### src/rtl/cdb_arbiter_pkg.sv
// cdb_arbiter_pkg
//   Shared constants and types for the common data bus (CDB) producer.
//   Source encodings match the cdb_src_out field: 0=ALU, 1=BR, 2=LSB.
//   ENTRY_NULL is the reserved ROB tag meaning "no dependency".
package cdb_arbiter_pkg;

   localparam logic [1:0] CDB_SRC_ALU = 2'd0;
   localparam logic [1:0] CDB_SRC_BR  = 2'd1;
   localparam logic [1:0] CDB_SRC_LSB = 2'd2;
   localparam int         NUM_SRC     = 3;
   localparam int         ENTRY_NULL  = 0;

   typedef enum logic [1:0] {
      SRC_ALU = CDB_SRC_ALU,
      SRC_BR  = CDB_SRC_BR,
      SRC_LSB = CDB_SRC_LSB
   } cdb_src_e;

   // Next source in round-robin order, modulo 3.
   function automatic cdb_src_e src_inc(input cdb_src_e s);
      case (s)
         SRC_ALU: return SRC_BR;
         SRC_BR:  return SRC_LSB;
         default: return SRC_ALU;
      endcase
   endfunction

endpackage

### src/rtl/cdb_fifo.sv
// cdb_fifo
//   Circular-buffer FIFO holding completed results for one functional unit.
//   Head/tail pointers are log2(DEPTH) bits and wrap naturally, so DEPTH must
//   be a power of two (>= 2). The caller never pushes when full or pops when
//   empty; a simultaneous push and pop leaves the count unchanged.
// Ports
//   clk_in     clock
//   rst_n_in   asynchronous active-low reset (empties the FIFO)
//   flush_in   synchronous empty, overrides push/pop
//   push_in    write data_in at tail
//   pop_in     advance head
//   data_in    entry to write
//   data_out   current head entry (valid when count_out != 0)
//   count_out  number of stored entries, 0..DEPTH
module cdb_fifo #(
   parameter int WIDTH = 36,
   parameter int DEPTH = 4
) (
   input  logic                   clk_in,
   input  logic                   rst_n_in,
   input  logic                   flush_in,
   input  logic                   push_in,
   input  logic                   pop_in,
   input  logic [WIDTH-1:0]       data_in,
   output logic [WIDTH-1:0]       data_out,
   output logic [$clog2(DEPTH):0] count_out
);

   localparam int PTR_W = $clog2(DEPTH);

   logic [WIDTH-1:0] mem [DEPTH];
   logic [PTR_W-1:0] head;
   logic [PTR_W-1:0] tail;
   logic [PTR_W:0]   count;

   always_ff @(posedge clk_in or negedge rst_n_in) begin
      if (!rst_n_in) begin
         head  <= '0;
         tail  <= '0;
         count <= '0;
      end else if (flush_in) begin
         head  <= '0;
         tail  <= '0;
         count <= '0;
      end else begin
         if (push_in) tail <= tail + 1'b1;
         if (pop_in)  head <= head + 1'b1;
         case ({push_in, pop_in})
            2'b10:   count <= count + 1'b1;
            2'b01:   count <= count - 1'b1;
            default: count <= count;
         endcase
      end
   end

   // Storage needs no reset: contents are only observed through count.
   always_ff @(posedge clk_in) begin
      if (push_in && !flush_in) mem[tail] <= data_in;
   end

   assign data_out  = mem[head];
   assign count_out = count;

endmodule

### src/rtl/cdb_arbiter.sv
// cdb_arbiter
//   Producer end of the common data bus. Results from the ALU, branch unit
//   and load/store buffer are buffered in one cdb_fifo each; every enabled
//   edge the first non-empty FIFO in round-robin order (starting at rr_ptr)
//   is popped into the registered CDB outputs.
//   Optional feature macro CDB_BYPASS_EN: an incoming result whose FIFO is
//   empty may win arbitration on the same edge it is handshaken and go
//   straight to the output registers without being enqueued.
// Ports
//   clk_in, rst_n_in            clock, asynchronous active-low reset
//   rdy_in                      global enable; low freezes all state
//   flush_in                    mispredict flush; drops buffered and incoming results
//   {alu,br,lsb}_valid_in       result valid per unit
//   {alu,br,lsb}_entry_in       ROB tag (0 = accepted but discarded)
//   {alu,br,lsb}_value_in       result value
//   {alu,br,lsb}_ready_out      FIFO can accept this cycle
//   cdb_valid_out/entry/value   registered broadcast
//   cdb_src_out                 broadcast source: 0=ALU, 1=BR, 2=LSB
module cdb_arbiter
   import cdb_arbiter_pkg::*;
#(
   parameter int ENTRY_W    = 4,
   parameter int FIFO_DEPTH = 4
) (
   input  logic               clk_in,
   input  logic               rst_n_in,
   input  logic               rdy_in,
   input  logic               flush_in,
   input  logic               alu_valid_in,
   input  logic [ENTRY_W-1:0] alu_entry_in,
   input  logic [31:0]        alu_value_in,
   output logic               alu_ready_out,
   input  logic               br_valid_in,
   input  logic [ENTRY_W-1:0] br_entry_in,
   input  logic [31:0]        br_value_in,
   output logic               br_ready_out,
   input  logic               lsb_valid_in,
   input  logic [ENTRY_W-1:0] lsb_entry_in,
   input  logic [31:0]        lsb_value_in,
   output logic               lsb_ready_out,
   output logic               cdb_valid_out,
   output logic [ENTRY_W-1:0] cdb_entry_out,
   output logic [31:0]        cdb_value_out,
   output logic [1:0]         cdb_src_out
);

   localparam int DATA_W = ENTRY_W + 32;
   localparam int CNT_W  = $clog2(FIFO_DEPTH) + 1;

   logic                rst_done;
   logic [NUM_SRC-1:0]  valid_vec;
   logic [NUM_SRC-1:0]  ready_vec;
   logic [NUM_SRC-1:0]  hs;
   logic [NUM_SRC-1:0]  tag_ok;
   logic [NUM_SRC-1:0]  empty;
   logic [NUM_SRC-1:0]  cand;
   logic [NUM_SRC-1:0]  push;
   logic [NUM_SRC-1:0]  pop;
   logic [ENTRY_W-1:0]  entry_vec [NUM_SRC];
   logic [31:0]         value_vec [NUM_SRC];
   logic [DATA_W-1:0]   head_vec  [NUM_SRC];
   logic [CNT_W-1:0]    count_vec [NUM_SRC];

   cdb_src_e            rr_ptr;
   cdb_src_e            winner;
   cdb_src_e            scan;
   logic                grant;
   logic                bypass_sel;
   logic [DATA_W-1:0]   win_data;

   assign valid_vec    = {lsb_valid_in, br_valid_in, alu_valid_in};
   assign entry_vec[0] = alu_entry_in;
   assign entry_vec[1] = br_entry_in;
   assign entry_vec[2] = lsb_entry_in;
   assign value_vec[0] = alu_value_in;
   assign value_vec[1] = br_value_in;
   assign value_vec[2] = lsb_value_in;

   // Holds the ready outputs low until the first edge after reset release.
   always_ff @(posedge clk_in or negedge rst_n_in) begin
      if (!rst_n_in) rst_done <= 1'b0;
      else           rst_done <= 1'b1;
   end

   // Ready depends on the registered count only; a pop on the same edge
   // does not free a slot for an incoming result.
   always_comb begin
      ready_vec = '0;
      hs        = '0;
      tag_ok    = '0;
      empty     = '0;
      cand      = '0;
      for (int i = 0; i < NUM_SRC; i++) begin
         ready_vec[i] = rst_done && rdy_in && (count_vec[i] < CNT_W'(FIFO_DEPTH));
         hs[i]        = valid_vec[i] && ready_vec[i] && !flush_in;
         tag_ok[i]    = (entry_vec[i] != ENTRY_W'(ENTRY_NULL));
         empty[i]     = (count_vec[i] == '0);
`ifdef CDB_BYPASS_EN
         cand[i]      = !empty[i] || (hs[i] && tag_ok[i]);
`else
         cand[i]      = !empty[i];
`endif
      end
   end

   assign alu_ready_out = ready_vec[0];
   assign br_ready_out  = ready_vec[1];
   assign lsb_ready_out = ready_vec[2];

   always_comb begin
      grant  = 1'b0;
      winner = SRC_ALU;
      scan   = rr_ptr;
      for (int k = 0; k < NUM_SRC; k++) begin
         if (!grant && cand[scan]) begin
            grant  = 1'b1;
            winner = scan;
         end
         scan = src_inc(scan);
      end
   end

   // A winner with an empty FIFO can only be an incoming bypass result.
`ifdef CDB_BYPASS_EN
   assign bypass_sel = grant && empty[winner];
`else
   assign bypass_sel = 1'b0;
`endif

   always_comb begin
      pop  = '0;
      push = '0;
      for (int i = 0; i < NUM_SRC; i++) begin
         pop[i]  = grant && !bypass_sel && (int'(winner) == i) && rdy_in && !flush_in;
         push[i] = hs[i] && tag_ok[i] && !(bypass_sel && (int'(winner) == i));
      end
   end

   always_comb begin
      win_data = head_vec[winner];
      if (bypass_sel) win_data = {entry_vec[winner], value_vec[winner]};
   end

   for (genvar i = 0; i < NUM_SRC; i++) begin : g_fifo
      cdb_fifo #(
         .WIDTH (DATA_W),
         .DEPTH (FIFO_DEPTH)
      ) u_fifo (
         .clk_in    (clk_in),
         .rst_n_in  (rst_n_in),
         .flush_in  (flush_in),
         .push_in   (push[i]),
         .pop_in    (pop[i]),
         .data_in   ({entry_vec[i], value_vec[i]}),
         .data_out  (head_vec[i]),
         .count_out (count_vec[i])
      );
   end

   // Flush wins over the enable; rr_ptr and the held payload survive it.
   always_ff @(posedge clk_in or negedge rst_n_in) begin
      if (!rst_n_in) begin
         cdb_valid_out <= 1'b0;
         cdb_entry_out <= '0;
         cdb_value_out <= '0;
         cdb_src_out   <= '0;
         rr_ptr        <= SRC_ALU;
      end else if (flush_in) begin
         cdb_valid_out <= 1'b0;
      end else if (rdy_in) begin
         if (grant) begin
            cdb_valid_out <= 1'b1;
            cdb_entry_out <= win_data[DATA_W-1:32];
            cdb_value_out <= win_data[31:0];
            cdb_src_out   <= winner;
            rr_ptr        <= src_inc(winner);
         end else begin
            cdb_valid_out <= 1'b0;
         end
      end
   end

endmodule

### config.mk
export PLATFORM = sky130hd
export DESIGN_NAME = cdb_arbiter
export DESIGN_NICKNAME = d
export VERILOG_FILES = /design/src/rtl/cdb_arbiter_pkg.sv /design/src/rtl/cdb_fifo.sv /design/src/rtl/cdb_arbiter.sv
export SDC_FILE = /design/constraint.sdc
export NUM_CORES = 1
export LEC_CHECK = 0
export BUFFER_PORTS_ARGS = -buffer_cell sky130_fd_sc_hd__buf_4
export CELL_PAD_IN_SITES_DETAIL_PLACEMENT = 1
export CELL_PAD_IN_SITES_GLOBAL_PLACEMENT = 1
export CORE_MARGIN = 3
export CORE_UTILIZATION = 47
export CTS_CLUSTER_SIZE = 12
export DETAILED_ROUTE_END_ITERATION = 16
export GPL_TIMING_DRIVEN = 0
export PLACE_DENSITY = 0.87
export SYNTH_ARGS = -nofsm -noshare
export SYNTH_HDL_FRONTEND = slang
export SYNTH_HIERARCHICAL = 1
export SYNTH_SLANG_ARGS = --single-unit
### constraint.sdc
create_clock -name clk_in -period 2.3 [get_ports clk_in]
set_input_delay 0 -clock clk_in [delete_from_list [all_inputs] [get_ports clk_in]]
set_output_delay 0 -clock clk_in [all_outputs]
set_load 0.01 [all_outputs]
After elaboration in Yosys (flattened, before gate mapping)
Memories as Yosys holds them, arrays and structs flattened.
Index checks and enable logic that the tools add are counted.
{"block": "word_totals", "register_bits": 63, "ram_bits": 432, "output_inout_bits": 42, "memories": 3}
{"name": "g_fifo[0].u_fifo.mem", "words": 4, "width": 36, "read_ports": 1, "rd_ports_with_merged_regs": 0, "write_ports": 1, "line": "cdb_fifo.sv:31", "source": "logic [WIDTH-1:0] mem [DEPTH];"}
{"name": "g_fifo[1].u_fifo.mem", "words": 4, "width": 36, "read_ports": 1, "rd_ports_with_merged_regs": 0, "write_ports": 1, "line": "cdb_fifo.sv:31"}
{"name": "g_fifo[2].u_fifo.mem", "words": 4, "width": 36, "read_ports": 1, "rd_ports_with_merged_regs": 0, "write_ports": 1, "line": "cdb_fifo.sv:31"}
{"block": "op_classes", "add_sub_neg": 12, "magnitude_cmp": 7, "eq_ne": 11, "mux": 45, "bitwise_logic": 2, "n_reduce_logical": 54}
{"cell": "binary-select mux 36 bit (select 2 bit)", "count": 1}
{"cell": "2-to-1 mux 36 bit", "count": 2}
{"cell": "2-to-1 mux 2 bit", "count": 15}
{"cell": "logical AND 1 bit", "count": 27}
{"cell": "case mux 3 bit (2 select lines)", "count": 3}
{"cell": "2-to-1 mux 1 bit", "count": 15}
{"cell": "nonzero test 2 bit", "count": 7}
{"cell": "adder 2 x 1 -> 2 bit (second input constant)", "count": 6}
{"cell": "== test 2 x 1 -> 1 bit (second input constant)", "count": 6}
{"cell": "case mux 2 bit (2 select lines)", "count": 3}
{"cell": "nonzero test 4 bit", "count": 3}
{"cell": "== test 2 bit (second input constant)", "count": 5}
{"cell": "adder 3 x 1 -> 3 bit (second input constant)", "count": 3}
{"cell": "logical NOT 3 bit", "count": 3}
{"cell": "less-than comparator 2 x 3 -> 1 bit (second input constant)", "count": 3}
{"cell": "less-than comparator 3 bit (second input constant)", "count": 3}
{"cell": "2-to-1 mux 3 bit", "count": 3}
{"cell": "nonzero test 3 bit", "count": 3}
{"cell": "subtractor 3 x 1 -> 3 bit (second input constant)", "count": 3}
{"cell": "logical NOT 2 bit", "count": 4}
{"cell": "binary-select mux 1 bit (select 2 bit)", "count": 3}
{"cell": "logical NOT 1 bit", "count": 6}
{"cell": ">= comparator 3 bit (second input constant)", "count": 1}
{"cell": "NOT 2 -> 3 bit", "count": 1}
{"cell": "other kinds (2)", "count": 2}

Logic depth before layout (Yosys ltp)
{"block": "logic_depth", "ltp_word": 18, "depth_mapped": 11, "ltp_nobuf": 9}

Modules after synthesis
Netlist, hierarchy kept.
{"module": "cdb_fifo", "instances": 3, "cells_per_inst": 229, "area_each_um2": 5636.7, "seq_area_each_um2": 4499.3}
{"module": "cdb_arbiter", "instances": 1, "cells_per_inst": 305, "area_each_um2": 2606.2, "seq_area_each_um2": 1051.0}

Worst setup path after synthesis
OpenSTA, ideal clock, no wires.
{"block": "synth_timing", "path_type": "register to register", "startpoint": "register g_fifo[2].u_fifo.count[2]", "endpoint": "register g_fifo[0].u_fifo.count[1]", "setup_ps": 128, "t_arrival_ps": 2335, "setup_slack_ps": -163, "stages_incl_launch_ff": 10, "period_less_slack_ps": 2463, "cell_sequence": "dfrtp_1 > or3_1 > a211oi_2 > buf_2 > nand2_1 > inv_1 > nor2b_1 > fa_1 > mux2i_1 > nor2_1"}
{"block": "synth_between", "elab_chain_len": 18}
{"item": "start: declaration", "line": "cdb_fifo.sv:34", "source": "logic [PTR_W:0] count;"}
{"item": "start signal: assignment", "line": "cdb_fifo.sv:49", "source": "2'b10: count <= count + 1'b1;"}
{"item": "start signal: assignment", "line": "cdb_fifo.sv:50", "source": "2'b01: count <= count - 1'b1;"}
{"item": "start signal: assignment", "line": "cdb_fifo.sv:51", "source": "default: count <= count;"}
{"item": "logical NOT 3 bit *", "line": "cdb_arbiter.sv:97", "source": "empty[i] = (count_vec[i] == '0);"}
{"item": "logical NOT 1 bit *", "line": "cdb_arbiter.sv:101", "source": "cand[i] = !empty[i];"}
{"item": "binary-select mux 1 bit (select 2 bit)", "line": "cdb_arbiter.sv:115", "source": "if (!grant && cand[scan]) begin"}
{"item": "2-to-1 mux 1 bit (not written as such)", "line": "cdb_arbiter.sv:115"}
{"item": "2-to-1 mux 1 bit", "line": "cdb_arbiter.sv:115"}
{"item": "logical NOT 1 bit", "line": "cdb_arbiter.sv:115"}
{"item": "logical AND 1 bit", "line": "cdb_arbiter.sv:115"}
{"item": "2-to-1 mux 1 bit", "line": "cdb_arbiter.sv:115"}
{"item": "logical NOT 1 bit", "line": "cdb_arbiter.sv:115"}
{"item": "logical AND 1 bit", "line": "cdb_arbiter.sv:115"}
{"item": "2-to-1 mux 2 bit", "line": "cdb_arbiter.sv:115"}
{"item": "logical NOT 2 bit"}
{"item": "logical AND 1 bit * (3 in a row)", "line": "cdb_arbiter.sv:134", "source": "pop[i] = grant && !bypass_sel && (int'(winner) == i) && rdy_in && !flush_in;"}
{"item": "net pop[0]", "line": "cdb_arbiter.sv:58", "source": "logic [NUM_SRC-1:0] pop;"}
{"item": "== test 2 x 1 -> 1 bit or == test 2 bit (tied branches)", "line": "cdb_fifo.sv:48", "source": "case ({push_in, pop_in})"}
{"item": "case mux 3 bit (2 select lines)", "line": "cdb_fifo.sv:48"}
{"item": "2-to-1 mux 3 bit", "line": "cdb_fifo.sv:41", "source": "end else if (flush_in) begin"}
{"item": "end signal: assignment", "line": "cdb_fifo.sv:49"}
{"item": "end signal: assignment", "line": "cdb_fifo.sv:50"}
{"item": "end signal: assignment", "line": "cdb_fifo.sv:51"}
{"item": "end: declaration", "line": "cdb_fifo.sv:34"}
The timed path passes the listed nets; every way through them passes the cells marked *. The select of a mux whose other input is x is not followed.
A chain may end at the register's enable or synchronous reset.

Final worst setup path
{"block": "layout_timing", "startpoint": "input port br_entry_in[1]", "endpoint": "register g_fifo[1].u_fifo.count[2]"}
{"block": "layout_between", "elab_chain_len": 5}
{"item": "start: declaration", "line": "cdb_arbiter.sv:34", "source": "input logic [ENTRY_W-1:0] br_entry_in,"}
{"item": "nonzero test 4 bit *", "line": "cdb_arbiter.sv:96", "source": "tag_ok[i] = (entry_vec[i] != ENTRY_W'(ENTRY_NULL));"}
{"item": "logical AND 1 bit *", "line": "cdb_arbiter.sv:135", "source": "push[i] = hs[i] && tag_ok[i] && !(bypass_sel && (int'(winner) == i));"}
{"item": "net push[1]", "line": "cdb_arbiter.sv:57", "source": "logic [NUM_SRC-1:0] push;"}
{"item": "== test 2 x 1 -> 1 bit or == test 2 bit (tied branches)", "line": "cdb_fifo.sv:48"}
{"item": "case mux 3 bit (2 select lines)", "line": "cdb_fifo.sv:48"}
{"item": "2-to-1 mux 3 bit", "line": "cdb_fifo.sv:41"}
{"item": "end signal: assignment", "line": "cdb_fifo.sv:49"}
{"item": "end signal: assignment", "line": "cdb_fifo.sv:50"}
{"item": "end signal: assignment", "line": "cdb_fifo.sv:51"}
{"item": "end: declaration", "line": "cdb_fifo.sv:34"}
The timed path passes the listed nets; every way through them passes the cells marked *.

==> metrics <==
run status=complete, but fails checks; failing checks=setup timing; Worst Reg-to-Reg Cells=9; CTS buffer count=51; layout cell share with drive strength beyond 1=33.9%; CP max FO=7; syn avg cell area=19.7 sq um; #FFs+latches synth=just under 500; DRT Wirelength=57.6 mm; RD Place Congestion=0.861; max cap viols=0; Starting DRT DRC Count=1384; Fmax achieved=395 MHz; Worst-path clk slew=0.06 ns; residual DRC count=0; CTS tree=yes; Hold Slack=0.0704 ns; initial core utilization=a little under half; Final Setup Violations=between 70 and 80; P_leak=0.00832 uW; Worst path slowest cell=nor4_1; register area=14600 sq um; reg2reg start=g_fifo[1].u_fifo/count_out[0]; Hold WC Path Type=primary input to register; WS Path Type=primary input to register; multi-input combinational cell area=4860 sq um; # rows=74; Final Max Slew Viols=0; I/O pins=157; number of iterations in the first detailed-routing pass=5; CP Cell Sequence=dlygate4sd3_1, buf_4, nor4_1, nor4b_1, buf_4, nor2b_4, fa_2, and3b_1, o21ai_0, nor3b_1; Remaining Overflow, GRT=0; minimum clock period=approximately 2.5 ns; startpoint class of the critical path=primary input; synthesized area=19500 sq um; register area share after synthesis=74.5%; Vias=11800; Synth Net Count=1122; Worst Skew=0.0259 ns; most used cell, CP=buf_4; Synth cell types=44; Total GRT Usage=~25%; worst slew pin tran=1.19 ns; r2r setup slk=-0.12 ns; first-pass GRT wire length=81.7 mm; Worst EP arrival=2.98 ns; setup TNS=-1.23 ns; Buffers on Ports=156; Hold EP=g_fifo[0].u_fifo/tail[0]; dpl cell area=around 21000 sq um; Worst path max stage delay=1.00 ns; Die Span Y=210 microns; pwr dens=approximately 850 nW/um^2; FF-to-FF End=g_fifo[1].u_fifo/count_out[2]; clk_lat worst skew=0.60 ns; Syn Inst Count=just under 1000; Vias/cell=6.16; clock sink total=495; Filler cells=3584; CP Capture Type=register; CTS Buffer Depth=3; worst vdd ir=a little under 0.7 mV; Design Area, Final=24500 sq um; worst rel slew slack=about a fifth; Ys Warns=6; RSZ-0062 raised after global routing=yes; Final HPWL DP=35.1 mm; WHS Path Cells=5; fin worst setup slack=-0.232 ns; HP Start=alu_valid_in; root buf cell=clkbuf_16; WL/cell=30.1 microns; vias in the first global route=approximately 12000; largest net degree at the start of global routing=64; H-tree depth=2; die area=44000 sq um; NumNets Final=1473; n_diodes=0; Core Box Area=40900 sq um; Tcrit/Tclk final=110%; initial antenna violation count=0; ANT nets after route=0; Final Hold Vio Count=0; Critical Path RT=2.74 ns; Die Width=~210 microns; synth-to-layout area growth=25.6%
cells in the mapped netlist, drive strengths merged:
| library cell | count | area [sq um] |
|---|---|---|
| a211oi | 2 | 25.0 |
| fa | 3 | 60.1 |
| o211ai | 1 | 7.51 |
| a2bb2oi | 1 | 26.3 |
| a21oi | 18 | 105 |
| conb | 1 | 3.75 |
| nor4b | 3 | 26.3 |
| nand3 | 93 | 465 |
| edfxtp | 432 | 13000 |
| or3 | 3 | 18.8 |
| mux2i | 6 | 60.1 |
| dfrtp | 63 | 1580 |
| mux4 | 108 | 2430 |
| clkbuf | 25 | 93.8 |
| nand2 | 12 | 45.0 |
| nor4 | 3 | 18.8 |
| nor2b | 8 | 50.1 |
| nand4 | 21 | 131 |
| a41oi | 15 | 131 |
| and3 | 1 | 6.26 |
| nor2 | 25 | 93.8 |
| inv | 7 | 26.3 |
| o21ai | 25 | 125 |
| ha | 12 | 150 |
| and2 | 15 | 93.8 |
| and3b | 3 | 26.3 |
| a22o | 1 | 8.76 |
| xor2 | 6 | 52.6 |
| nand2b | 2 | 12.5 |
| nor3b | 6 | 45.0 |
| a21o | 4 | 30.0 |
| o31ai | 15 | 163 |
| buf | 36 | 303 |
| xnor2 | 9 | 78.8 |
| nor3 | 7 | 51.3 |
per-stage QoR:
| stage | setup WS (ns) | std cells | util, % | power (uW) |
|---|---|---|---|---|
| floorplan | -0.0291 | 992 | - | 11600 |
| global placement | -0.561 | 1680 | 52.3 | 12800 |
| detailed placement | -0.711 | 1680 | 52.3 | 13000 |
| CTS | -0.0886 | 1897 | 59.3 | 20800 |
| global route | -0.201 | 1911 | 59.9 | 21500 |
| finish | -0.232 | 1911 | 59.9 | 20900 |
kinds of logic after synthesis:
| kind of cell | Yosys count | synth area share (%) |
|---|---|---|
| XOR/XNOR | 15 | 0.673 |
| AO/OA/AOI/OAI | 82 | 3.19 |
| AND/OR/NAND/NOR | 202 | 5.56 |
| adder cells (fa/ha/maj) | 15 | 1.08 |
| multiplexers | 114 | 12.8 |
| buffers and inverters | 68 | 2.17 |
| other | 1 | 0.0192 |
| flip-flops | 495 | 74.5 |
repair_timing:
action                                 in CTS  in global routing
gates resized for setup                    49                 43
endpoints found under the hold margin     510                  0
pin swaps                                  13                 23
hold buffers                              112                  0
buffers inserted                           15                 10
setup endpoints to repair                 446                376
gates cloned                                3                  4
state kept, by name (all words and copies together) (netlist names):
register / cells
rst_done: 1
cdb_valid_out: 1
g_fifo.u_fifo/tail: 6
cdb_value_out: 32
g_fifo.u_fifo/mem: 432
rr_ptr: 2
cdb_src_out: 2
g_fifo.u_fifo/count_out: 9
g_fifo.u_fifo/head: 6
cdb_entry_out: 4
routing by layer:
| layer | vias to the layer above | wire length [microns] | GRT usage (%) |
|---|---|---|---|
| met2 | 735 | 28600 | 42.1 |
| met4 | 0 | 2810 | 11.1 |
| met3 | 167 | 4840 | 4.05 |
| li1 | 4745 | - | - |
| met1 | 6127 | 21300 | 33.3 |
| met5 | - | 0 | 0 |
cell type report:
cell class | instances | area share [%]
Sequential cell | 495 | 59.4
Multi-Input combinational cell | 436 | 19.8
Timing Repair Buffer | 293 | 10.2
Clock buffer | 75 | 5.79
Tap cell | 532 | 2.71
Buffer | 59 | 1.69
Clock inverter | 14 | 0.270
Inverter | 7 | 0.107
worst max-delay path, delay by kind of cell:
family                   cells  cell delay, ns
AO/OA/AOI/OAI                1            0.12
adder cells (fa/ha/maj)      1            0.23
buffers and inverters        3            0.98
AND/OR/NAND/NOR              5            1.64
how the worst max path moves through the flow:
stage                                   from                             to  slack [ns]  depth (start not counted)
2_1_floorplan  g_fifo[2].u_fifo/count_out[1]  g_fifo[0].u_fifo/count_out[1]       -0.03                          9
3_3_place_gp                        flush_in    g_fifo[1].u_fifo/mem[3][15]       -0.56                          8
3_5_place_dp                        flush_in     g_fifo[2].u_fifo/mem[1][6]       -0.71                          8
4_1_cts        g_fifo[0].u_fifo/count_out[2]  g_fifo[2].u_fifo/count_out[1]       -0.09                          8
5_1_grt        g_fifo[1].u_fifo/count_out[0]  g_fifo[1].u_fifo/count_out[2]       -0.20                          9
6_report                      br_entry_in[1]  g_fifo[1].u_fifo/count_out[2]       -0.23                         10
report_power, final:
part / leakage (uW) / total [uW] / internal, uW / switching, uW
clock: 0.000719 / 7590 / 4240 / 3350
sequential: 0.00467 / 10600 / 10100 / 469
combinational: 0.00293 / 2690 / 1210 / 1480
total: 0.00832 / 20900 / 15600 / 5300
placed cells by master, fill, tap and decap left out, drive strengths merged, types with 6 or more instances in the layout:
cell           n
a21oi         18
a41oi         15
and2          22
buf          218
clkbuf        97
clkinv        14
dfrtp         63
dlygate4sd3  112
edfxtp       432
ha            12
inv            7
mux2i          6
mux4         108
nand2         12
nand3         93
nand4         21
nor2          25
nor2b          8
nor3           7
nor3b          6
o21ai         25
o31ai         15
xnor2          9
xor2           6
No activity file was read; power rests on OpenSTA's default activity.
